==> src/rtl/rf_pkg.sv <==
// Shared types for the register-file write path: write request record,
// grant encoding and small arithmetic helpers.
package rf_pkg;

  localparam int RF_PW = 3;
  localparam int RF_DW = 8;

  typedef struct packed {
    logic [RF_PW-1:0] addr;
    logic [RF_DW-1:0] data;
    logic             scry;
    logic             ngtv;
    logic             zero;
  } rf_wr_req_t;

  typedef enum logic [1:0] {
    GNT_NONE = 2'd0,
    GNT_ALU  = 2'd1,
    GNT_LD   = 2'd2
  } grant_t;

  function automatic logic [2:0] sat_inc3(input logic [2:0] v);
    logic [2:0] r;
    if (v == 3'd7) begin
      r = 3'd7;
    end else begin
      r = v + 3'd1;
    end
    return r;
  endfunction

endpackage

==> src/rtl/rf_wr_slot.sv <==
// Single-entry holding register for one write producer: full flag,
// capture/drain handshake and read-address compare for hazard detection.
module rf_wr_slot
  import rf_pkg::*;
(
  input  logic             clk,
  input  logic             reset,
  input  logic             valid,
  input  rf_wr_req_t       req,
  input  logic             grant,
  input  logic [RF_PW-1:0] rd_addr_a,
  input  logic [RF_PW-1:0] rd_addr_b,
  output logic             ready,
  output logic             capture,
  output logic             full,
  output rf_wr_req_t       held,
  output logic             hit_a,
  output logic             hit_b
);

  logic       full_r;
  rf_wr_req_t held_r;

  // Ready depends only on slot state and grant, so there is no valid->ready path.
  always_comb begin
    ready   = 1'b0;
    capture = 1'b0;
    hit_a   = 1'b0;
    hit_b   = 1'b0;
    if (reset) begin
      ready   = 1'b0;
      capture = 1'b0;
      hit_a   = 1'b0;
      hit_b   = 1'b0;
    end else begin
      ready   = !full_r || grant;
      capture = valid && (!full_r || grant);
      hit_a   = full_r && (held_r.addr == rd_addr_a);
      hit_b   = full_r && (held_r.addr == rd_addr_b);
    end
  end

  // Slot register: capture wins over drain so a granted slot can refill in place.
  always_ff @(posedge clk) begin
    if (reset) begin
      full_r <= 1'b0;
      held_r <= '0;
    end else if (capture) begin
      full_r <= 1'b1;
      held_r <= req;
    end else if (grant) begin
      full_r <= 1'b0;
      held_r <= held_r;
    end else begin
      full_r <= full_r;
      held_r <= held_r;
    end
  end

  assign full = full_r;
  assign held = held_r;

endmodule

==> src/rtl/rf_write_arbiter.sv <==
// Arbitrates the register file's single write port between ALU and load
// writeback, keeping same-address writes in order and bounding load starvation.
module rf_write_arbiter
  import rf_pkg::*;
#(
  parameter int PW         = RF_PW,
  parameter int STARVE_MAX = 3
)(
  input  logic          clk,
  input  logic          reset,
  input  logic          alu_valid,
  output logic          alu_ready,
  input  logic [PW-1:0] alu_addr,
  input  logic [7:0]    alu_data,
  input  logic          alu_scry,
  input  logic          alu_ngtv,
  input  logic          alu_zero,
  input  logic          ld_valid,
  output logic          ld_ready,
  input  logic [PW-1:0] ld_addr,
  input  logic [7:0]    ld_data,
  input  logic          flag_scry_cur,
  input  logic          flag_ngtv_cur,
  input  logic          flag_zero_cur,
  output logic          rf_we,
  output logic [PW-1:0] rf_waddr,
  output logic [7:0]    rf_wdata,
  output logic          rf_scry,
  output logic          rf_ngtv,
  output logic          rf_zero,
  input  logic [PW-1:0] rd_addr_a,
  input  logic [PW-1:0] rd_addr_b,
  output logic          hazard_a,
  output logic          hazard_b
);

  localparam logic [2:0] STARVE_LIM = 3'(STARVE_MAX);

  rf_wr_req_t alu_req_s, ld_req_s, alu_held_s, ld_held_s;
  logic       alu_full_s, ld_full_s, alu_cap_s, ld_cap_s;
  logic       alu_hit_a_s, alu_hit_b_s, ld_hit_a_s, ld_hit_b_s;
  logic       alu_gnt_s, ld_gnt_s;
  grant_t     gnt_s;
  logic       age_r;
  logic [2:0] starve_r;

  assign alu_req_s = '{addr: alu_addr, data: alu_data,
                       scry: alu_scry, ngtv: alu_ngtv, zero: alu_zero};
  assign ld_req_s  = '{addr: ld_addr, data: ld_data,
                       scry: 1'b0, ngtv: 1'b0, zero: 1'b0};

  rf_wr_slot u_alu_slot (
    .clk       (clk),
    .reset     (reset),
    .valid     (alu_valid),
    .req       (alu_req_s),
    .grant     (alu_gnt_s),
    .rd_addr_a (rd_addr_a),
    .rd_addr_b (rd_addr_b),
    .ready     (alu_ready),
    .capture   (alu_cap_s),
    .full      (alu_full_s),
    .held      (alu_held_s),
    .hit_a     (alu_hit_a_s),
    .hit_b     (alu_hit_b_s)
  );

  rf_wr_slot u_ld_slot (
    .clk       (clk),
    .reset     (reset),
    .valid     (ld_valid),
    .req       (ld_req_s),
    .grant     (ld_gnt_s),
    .rd_addr_a (rd_addr_a),
    .rd_addr_b (rd_addr_b),
    .ready     (ld_ready),
    .capture   (ld_cap_s),
    .full      (ld_full_s),
    .held      (ld_held_s),
    .hit_a     (ld_hit_a_s),
    .hit_b     (ld_hit_b_s)
  );

  // Grant selection from slot state: ordering first, then starvation, then ALU priority.
  always_comb begin
    gnt_s = GNT_NONE;
    if (reset) begin
      gnt_s = GNT_NONE;
    end else if (alu_full_s && ld_full_s) begin
      if (alu_held_s.addr == ld_held_s.addr) begin
        gnt_s = age_r ? GNT_LD : GNT_ALU;
      end else if (starve_r >= STARVE_LIM) begin
        gnt_s = GNT_LD;
      end else begin
        gnt_s = GNT_ALU;
      end
    end else if (alu_full_s) begin
      gnt_s = GNT_ALU;
    end else if (ld_full_s) begin
      gnt_s = GNT_LD;
    end else begin
      gnt_s = GNT_NONE;
    end
  end

  assign alu_gnt_s = (gnt_s == GNT_ALU);
  assign ld_gnt_s  = (gnt_s == GNT_LD);

  // Write port drive; loads re-drive the current flags so they are left untouched.
  always_comb begin
    rf_we    = 1'b0;
    rf_waddr = '0;
    rf_wdata = 8'h00;
    rf_scry  = 1'b0;
    rf_ngtv  = 1'b0;
    rf_zero  = 1'b0;
    case (gnt_s)
      GNT_ALU: begin
        rf_we    = 1'b1;
        rf_waddr = alu_held_s.addr;
        rf_wdata = alu_held_s.data;
        rf_scry  = alu_held_s.scry;
        rf_ngtv  = alu_held_s.ngtv;
        rf_zero  = alu_held_s.zero;
      end
      GNT_LD: begin
        rf_we    = 1'b1;
        rf_waddr = ld_held_s.addr;
        rf_wdata = ld_held_s.data;
        rf_scry  = flag_scry_cur;
        rf_ngtv  = flag_ngtv_cur;
        rf_zero  = flag_zero_cur;
      end
      default: begin
        rf_we    = 1'b0;
        rf_waddr = '0;
        rf_wdata = 8'h00;
        rf_scry  = 1'b0;
        rf_ngtv  = 1'b0;
        rf_zero  = 1'b0;
      end
    endcase
  end

  // Age tracks which slot holds the older entry; simultaneous arrivals order ALU first.
  always_ff @(posedge clk) begin
    if (reset) begin
      age_r <= 1'b0;
    end else if (alu_cap_s && ld_cap_s) begin
      age_r <= 1'b0;
    end else if (ld_cap_s && alu_full_s && !alu_gnt_s) begin
      age_r <= 1'b0;
    end else if (alu_cap_s && ld_full_s && !ld_gnt_s) begin
      age_r <= 1'b1;
    end else begin
      age_r <= age_r;
    end
  end

  // Counts cycles a pending load has lost to the ALU.
  always_ff @(posedge clk) begin
    if (reset) begin
      starve_r <= 3'd0;
    end else if (ld_gnt_s || !ld_full_s) begin
      starve_r <= 3'd0;
    end else if (alu_gnt_s) begin
      starve_r <= sat_inc3(starve_r);
    end else begin
      starve_r <= starve_r;
    end
  end

  assign hazard_a = alu_hit_a_s || ld_hit_a_s;
  assign hazard_b = alu_hit_b_s || ld_hit_b_s;

endmodule

==> config.mk <==
export PLATFORM = sky130hd
export DESIGN_NAME = rf_write_arbiter
export DESIGN_NICKNAME = d
export VERILOG_FILES = /design/src/rtl/rf_pkg.sv /design/src/rtl/rf_wr_slot.sv /design/src/rtl/rf_write_arbiter.sv
export SDC_FILE = /design/constraint.sdc
export NUM_CORES = 1
export LEC_CHECK = 0
export ABC_AREA = 1
export BUFFER_PORTS_ARGS = -buffer_cell sky130_fd_sc_hd__buf_2
export CORE_MARGIN = 2
export CORE_UTILIZATION = 41
export CTS_BUF_LIST = sky130_fd_sc_hd__clkbuf_8
export CTS_CLUSTER_SIZE = 8
export DETAILED_ROUTE_END_ITERATION = 10
export PLACE_DENSITY = 0.7
export SYNTH_ARGS = -nofsm -noshare
export SYNTH_HDL_FRONTEND = slang
export SYNTH_SLANG_ARGS = --single-unit
==> constraint.sdc <==
create_clock -name clk -period 2.1 [get_ports clk]
set_input_delay 0.42 -clock clk [delete_from_list [all_inputs] [get_ports clk]]
set_output_delay 0.42 -clock clk [all_outputs]
set_load 0.05 [all_outputs]
# Yosys cells after proc, flatten, opt, wreduce, memory -nomap -nowiden
# Index checks and enable logic that the tools add are counted.
# classes
add_sub_neg,1
n_mul,0
n_div,0
order_cmp,1
n_eq_ne,8
shift,0
n_mux,26
bitwise,0
n_reduce_logical,25
# ops
cell,n
8-bit case mux with 2 select lines,1
3-bit == test,5
2-bit 2-to-1 mux,7
1-bit 2-to-1 mux,13
1-bit logical AND,12
1-bit case mux with 2 select lines,3
3-bit case mux with 2 select lines,1
1-bit logical NOT,4
1-bit logical OR,4
2-bit nonzero test,2
2-bit OR reduction,2
3-bit by 1-bit adder with 3-bit output (second input constant),1
3-bit == test (second input constant),1
3-bit by 2-bit >= comparator with 1-bit output (second input constant),1
3-bit 2-to-1 mux,1
3-bit OR reduction,1
2-bit by 1-bit == test with 1-bit output (second input constant),1
2-bit == test (second input constant),1
# totals
register_bits,31
latch_bits,0
ramBits,0
rom_bits,0
in_bits,38
output_inout_bits,19
word_cells,72
n_memories,0

# Longest topological paths before layout
# logic_depth
ltp_word,12
depth_mapped,15
depth_no_buf,14

# Modules after synthesis
# From an unflattened synthesis, not the netlist that was laid out.
# unflattened
hier_cells,305
hier_area_um2,2024.4
# by_module_without_submodules
module,n_inst,cells_each,area_per_inst_um2,seq_area_each_um2
rf_wr_slot,2,100,732.0,300.3
rf_write_arbiter,1,105,560.5,80.1

# Worst setup path after synthesis
# Ideal clock, no wire load.
# synth_path
kind,flip-flop to output port
start,register starve_r[0]
end,output rf_waddr[1]
arrival_time_ps,2297
required_time_ps,1680
slack_ps,-617
stages_incl_launch_ff,14
path_buffers,2
path_cell_list,dfxtp_1 -> ha_1 -> nor2_1 -> nand2_1 -> inv_1 -> nand2_1 -> nand3_1 -> nand2_1 -> inv_1 -> ha_1 -> buf_2 -> buf_2 -> nand2_1 -> a21oi_1
# synth_via
elab_chain_cells,7
elab_cells_between_ends,8
classes_between,order compare (1); eq/ne (2); mux (5)
# synth_rtl
item,line_no,text
"start, declared",rf_write_arbiter.sv:45,logic [2:0] starve_r;
"start signal, assigned",rf_write_arbiter.sv:167,starve_r <= sat_inc3(starve_r);
"start signal, assigned",rf_write_arbiter.sv:169,starve_r <= starve_r;
3-bit by 2-bit >= comparator with 1-bit output *,rf_write_arbiter.sv:92,end else if (starve_r >= STARVE_LIM) begin
2-bit 2-to-1 mux *,rf_write_arbiter.sv:92,
2-bit 2-to-1 mux *,rf_write_arbiter.sv:90,if (alu_held_s.addr == ld_held_s.addr) begin
2-bit 2-to-1 mux *,rf_write_arbiter.sv:89,end else if (alu_full_s && ld_full_s) begin
2-bit 2-to-1 mux *,rf_write_arbiter.sv:87,if (reset) begin
2-bit == test or 2-bit by 1-bit == test with 1-bit output (tied branches),rf_write_arbiter.sv:117,case (gnt_s)
3-bit case mux with 2 select lines *,rf_write_arbiter.sv:117,
"end, declared",rf_write_arbiter.sv:26,"output logic [PW-1:0] rf_waddr,"
# Every way passes the cells marked *; elsewhere a longest branch is shown, timed or not.

# Final worst setup path
# layout_path
start,register starve_r[1]
end,output rf_wdata[5]
# layout_via
elab_chain_cells,7
elab_cells_between_ends,8
classes_between,order compare (1); eq/ne (2); mux (5)
# layout_rtl
item,line_no,text
3-bit by 2-bit >= comparator with 1-bit output *,rf_write_arbiter.sv:92,
2-bit 2-to-1 mux *,rf_write_arbiter.sv:92,
2-bit 2-to-1 mux *,rf_write_arbiter.sv:90,
2-bit 2-to-1 mux *,rf_write_arbiter.sv:89,
2-bit 2-to-1 mux *,rf_write_arbiter.sv:87,
2-bit == test or 2-bit by 1-bit == test with 1-bit output (tied branches),rf_write_arbiter.sv:117,
8-bit case mux with 2 select lines *,rf_write_arbiter.sv:117,
"end, declared",rf_write_arbiter.sv:27,"output logic [7:0] rf_wdata,"
# Marked as above.

==> results.md <==
- The flow ran to the end, but the final reports show violations.
- The checks that failed: setup timing.
- Global routing finished with a remaining overflow of 0.
- The library cell used as clock root buffer is sky130_fd_sc_hd__clkbuf_8.
- In this run the vertical extent of the chip is 67.3 µm.
- The floorplan step defined a die boundary enclosing 4520 µm².
- The startpoint identified for the worst hold timing path is alu_addr[2].
- After floorplanning, the core was divided into 22 placement rows.
- The top cell type's share of synthesized area is 0.378.
- With fillers left out, the area of the finished cells amounts to 2840 µm².
- The part of the cycle the worst path needs is 1.15.
- The HPWL after detailed placement is 3430 µm.
- The kind of path behind the tightest hold check is input pin to register.
- The setup check on the worst reg-to-reg path leaves a slack of -30 ps.
- The number of setup violations in the final report is 22.
- The number of antenna violations at the first check in global routing is 0.
- CTS built an H-tree with a depth of 2.
- The total of warnings raised by yosys is 0.
- After layout, the worst setup slack is -322 ps.
- The number of nets in the synthesized netlist is 283.
- After detailed routing, the number of remaining DRC violations is 0.
- The startpoint of the worst-slack reg-to-reg timing path is starve_r[1]$_SDFFE_PP0N_.
- In the post-synthesis netlist, the biggest area contributors are sky130_fd_sc_hd__dfxtp_1 (38%), sky130_fd_sc_hd__nand2_1 (20%), sky130_fd_sc_hd__a21oi_1 (8.2%).
- The via count of the first global-routing pass is 1,796.
- The slowest library cell on the worst path is sky130_fd_sc_hd__dfxtp_4.
- Relative to the synthesized area, the layout overhead comes to 73.2%.
- TritonCTS built the clock tree.
- The largest single stage delay on the critical path is 360 ps.
- The fill cell total of the finished layout is 274.
- The net total in the final layout is 373.
- The initial utilization of the core area, before any placement, comes to 0.438.
- The first global-routing pass estimated 7870 µm of wire.
- In this run the worst path has a maximum fanout of 4.
- The arrival time of the worst setup path is 2000 ps.
- The critical path goes through ha_4, nor2_2, nand2_1, inv_2, nand2_2, nand3_2, nand2_4, inv_4, ha_4, buf_6, nand2_2, a21oi_2, buf_6.
- After floorplanning, the core was sized to cover 3740 µm².
- The number of cells traversed by the worst register-to-register path is 16.
- In this run, the number of DRC markers left after iteration 0 of detailed routing was 65.
- The critical setup path kind is register to output port.
- The most instantiated flip-flop cell in the synthesis netlist is sky130_fd_sc_hd__dfxtp_1.
- Routability-driven placement finished with a final weighted congestion of 0.912.
- The endpoint of the worst hold path is u_alu_slot.held[13]$_SDFFE_PP0P_.
- The worst slack on hold paths is 323 ps.
- The worst setup path is launched from a register.
- Along the worst hold path, the cell count comes to 3.
- The maximum vdd ir drop is 357 µV.
- The worst path in the final design needs a cycle of 2420 ps, including I/O delays and setup.
- The clock-pin slew reported for the worst setup and hold paths after clock tree synthesis is 70 ps.
- The combined area of all synthesized cells is 1640 µm².
- Of all cell types, the one taking the most synthesized area is sky130_fd_sc_hd__dfxtp_1.
- The number of nets with antenna violations after detailed routing is 0.
- The antenna diode instance count is 0.
- The sink count of the clock tree is 31.
- sky130_fd_sc_hd__nand2_1 is the most common cell in the netlist.
- Dividing total power by cell area gives a power density of 559 nW/µm².
- The post-detailed-routing wire length is 4990 µm.
- The count of input and output buffers is 56.
- The gate family responsible for the most delay along the worst path is buffers and inverters.
- The endpoint identified for the worst register-to-register timing path is u_alu_slot.held[3]$_SDFFE_PP0P_.
- Counting every instance in the synthesized netlist gives 242.
- For the worst setup path, the data required time is 1680 ps.
- The count of final max-slew check failures is 0.
- The number of vias in the routed layout is 1,836.
- In this run, CTS created clock tree buffers numbering 5.
- Of the synthesized area, sequential elements account for 0.378.
- Counting distinct cell types in the post-synthesis netlist gives 23.
- The floorplan die width is 67.3 µm.
- Of the cells placed in the final design, the portion with a size suffix greater than 1 is 0.515.
- The tool flagged a number of max-cap violations equal to 0.
- Derived from the worst setup path, the maximum achievable clock frequency is 413 MHz.
- In this run, synthesis produced a sequential element count of 31.
- For this run, the detailed router's first-pass iteration total came to 4.
- Entering global routing, the biggest net connects 17 pins.
- The maximum clock insertion buffer count is 2.
- The actual transition at the worst max-transition pin is 252 ps.
- By count the netlist is led by sky130_fd_sc_hd__nand2_1 (88), sky130_fd_sc_hd__dfxtp_1 (31), sky130_fd_sc_hd__a21oi_1 (27).
- The placed instances occupy a cell area of 2380 µm².
- 57 I/O pins were placed.
- The worst setup path is captured at an output port.
- The number of hold violations in the final report came to 0.
- For this run, asynchronously set or reset flops after synthesis account for 0.
- The worst pin sits at a relative slew slack of 0.833.
- The per-cell via count in the routed design is 4.83.
- On the final layout, the worst clock skew is 4.35 ps.
- In this run the static leakage power is 1.22 nW.
- The later pin in the worst-skew pair is clocked with a latency of 290 ps.
- The critical path contains buffers and inverters numbering 4 combined.
- The post-detailed-route wirelength per cell is 13.1 µm.
- The post-synthesis area per instance is 6.78 µm².
- Setup repair after global routing could not meet its margin everywhere.
- The number of enable-type register cells in the synthesized netlist is 0.
- The global-route total usage across every layer is 0.234.
[area by class of cell]
class,instances,area [µm²],share of cell area
Clock buffer,6,82.6,0.0291
Clock inverter,1,5.00,0.00176
Inverter,20,83.8,0.0295
Multi-Input combinational cell,180,1180,0.416
Sequential cell,31,636,0.224
Tap cell,48,60.1,0.0211
Timing Repair Buffer,94,792,0.279
[report_power, final]
group / internal, mW / total, mW / switching (mW) / leakage (nW)
clock network: 0.257 / 0.482 / 0.226 / 0.0470
registers: 0.629 / 0.658 / 0.0292 / 0.259
logic: 0.206 / 0.447 / 0.241 / 0.915
total: 1.09 / 1.59 / 0.495 / 1.22
[metal layers]
layer	vias up	wire length, µm	global-route usage
met5	-	0	0
met4	0	89	0.0918
met3	8	234	0.0617
met2	52	2530	0.397
met1	813	2130	0.281
li1	963	-	-
[kinds of logic (layout without fill, tap and decap cells)]
kind of cell             Yosys count  count (layout)  share of synthesized area
flip-flops                        31              31                      0.378
XOR/XNOR                           8               8                     0.0427
buffers and inverters             31             121                     0.0900
AND/OR/NAND/NOR                  117             117                      0.303
AO/OA/AOI/OAI                     52              52                      0.163
adder cells (fa/ha/maj)            3               3                     0.0229
[what timing repair did]
item / in CTS / in global routing
endpoints found under the setup margin: 31 / 45
cloned: 1 / 1
pin swaps: 5 / 12
hold buffers: 0 / 0
resized for setup: 50 / 41
setup buffers: 3 / 1
[placed cells by master, fill, tap and decap left out, types with 3 or more instances in the layout]
cell type                  count
sky130_fd_sc_hd__a21oi_1      12
sky130_fd_sc_hd__a21oi_2       3
sky130_fd_sc_hd__a21oi_4      12
sky130_fd_sc_hd__buf_12        3
sky130_fd_sc_hd__buf_2        39
sky130_fd_sc_hd__buf_4        23
sky130_fd_sc_hd__buf_6        25
sky130_fd_sc_hd__clkbuf_8      6
sky130_fd_sc_hd__dfxtp_1      23
sky130_fd_sc_hd__dfxtp_2       6
sky130_fd_sc_hd__ha_4          3
sky130_fd_sc_hd__inv_1        11
sky130_fd_sc_hd__inv_2         6
sky130_fd_sc_hd__nand2_1      65
sky130_fd_sc_hd__nand2_2      19
sky130_fd_sc_hd__nand2_4       4
sky130_fd_sc_hd__nand3_1      10
sky130_fd_sc_hd__nand4_1       3
sky130_fd_sc_hd__nor2_2        4
sky130_fd_sc_hd__nor2_4        3
sky130_fd_sc_hd__nor3_1        3
sky130_fd_sc_hd__o21ai_0       9
sky130_fd_sc_hd__o21ai_1      12
sky130_fd_sc_hd__xnor2_1       5
[sequential cells by signal, summed over array words and instances, names as in the netlist]
register	count
u_alu_slot.held	14
u_ld_slot.held	11
u_alu_slot.full	1
age_r	1
u_ld_slot.full	1
starve_r	3
[worst max path at each step]
stage	cells past startpoint	end	slack [ps]	start
2_1_floorplan	10	rf_we	-60	starve_r[0]$_SDFFE_PP0N_
3_3_place_gp	12	rf_wdata[6]	-100	u_ld_slot.held[13]$_SDFFE_PP0N_
3_5_place_dp	12	rf_wdata[6]	-130	starve_r[1]$_SDFFE_PP0N_
4_1_cts	13	rf_wdata[0]	-290	starve_r[1]$_SDFFE_PP0N_
5_1_grt	13	rf_wdata[5]	-450	starve_r[1]$_SDFFE_PP0N_
6_report	13	rf_wdata[5]	-320	starve_r[1]$_SDFFE_PP0N_
[worst register-to-register path, cell delays in order (launching register included)]
cell and delay (ps):
sky130_fd_sc_hd__dfxtp_4 360, sky130_fd_sc_hd__ha_4 160, sky130_fd_sc_hd__nor2_2 70, sky130_fd_sc_hd__nand2_1 70, sky130_fd_sc_hd__inv_2 50, sky130_fd_sc_hd__nand2_2 50, sky130_fd_sc_hd__nand3_2 80, sky130_fd_sc_hd__nand2_4 80
sky130_fd_sc_hd__inv_4 70, sky130_fd_sc_hd__ha_4 180, sky130_fd_sc_hd__buf_4 160, sky130_fd_sc_hd__nor2_4 50, sky130_fd_sc_hd__buf_4 130, sky130_fd_sc_hd__nor3_4 190, sky130_fd_sc_hd__buf_6 200, sky130_fd_sc_hd__nand2_1 80
sky130_fd_sc_hd__o21ai_1 80
[metrics by stage]
step	instances	TNS, ps	power (mW)	util	worst slack, ps
after floorplan	242	-647	0.889	-	-59.9
after global placement	367	-1160	1.02	0.635	-100
after detailed placement	367	-1470	1.02	0.635	-132
after CTS	378	-4310	1.55	0.715	-291
after global routing	380	-9740	1.66	0.759	-447
final	380	-4710	1.59	0.759	-322
Note: power is estimated with default switching activity, not from simulation.
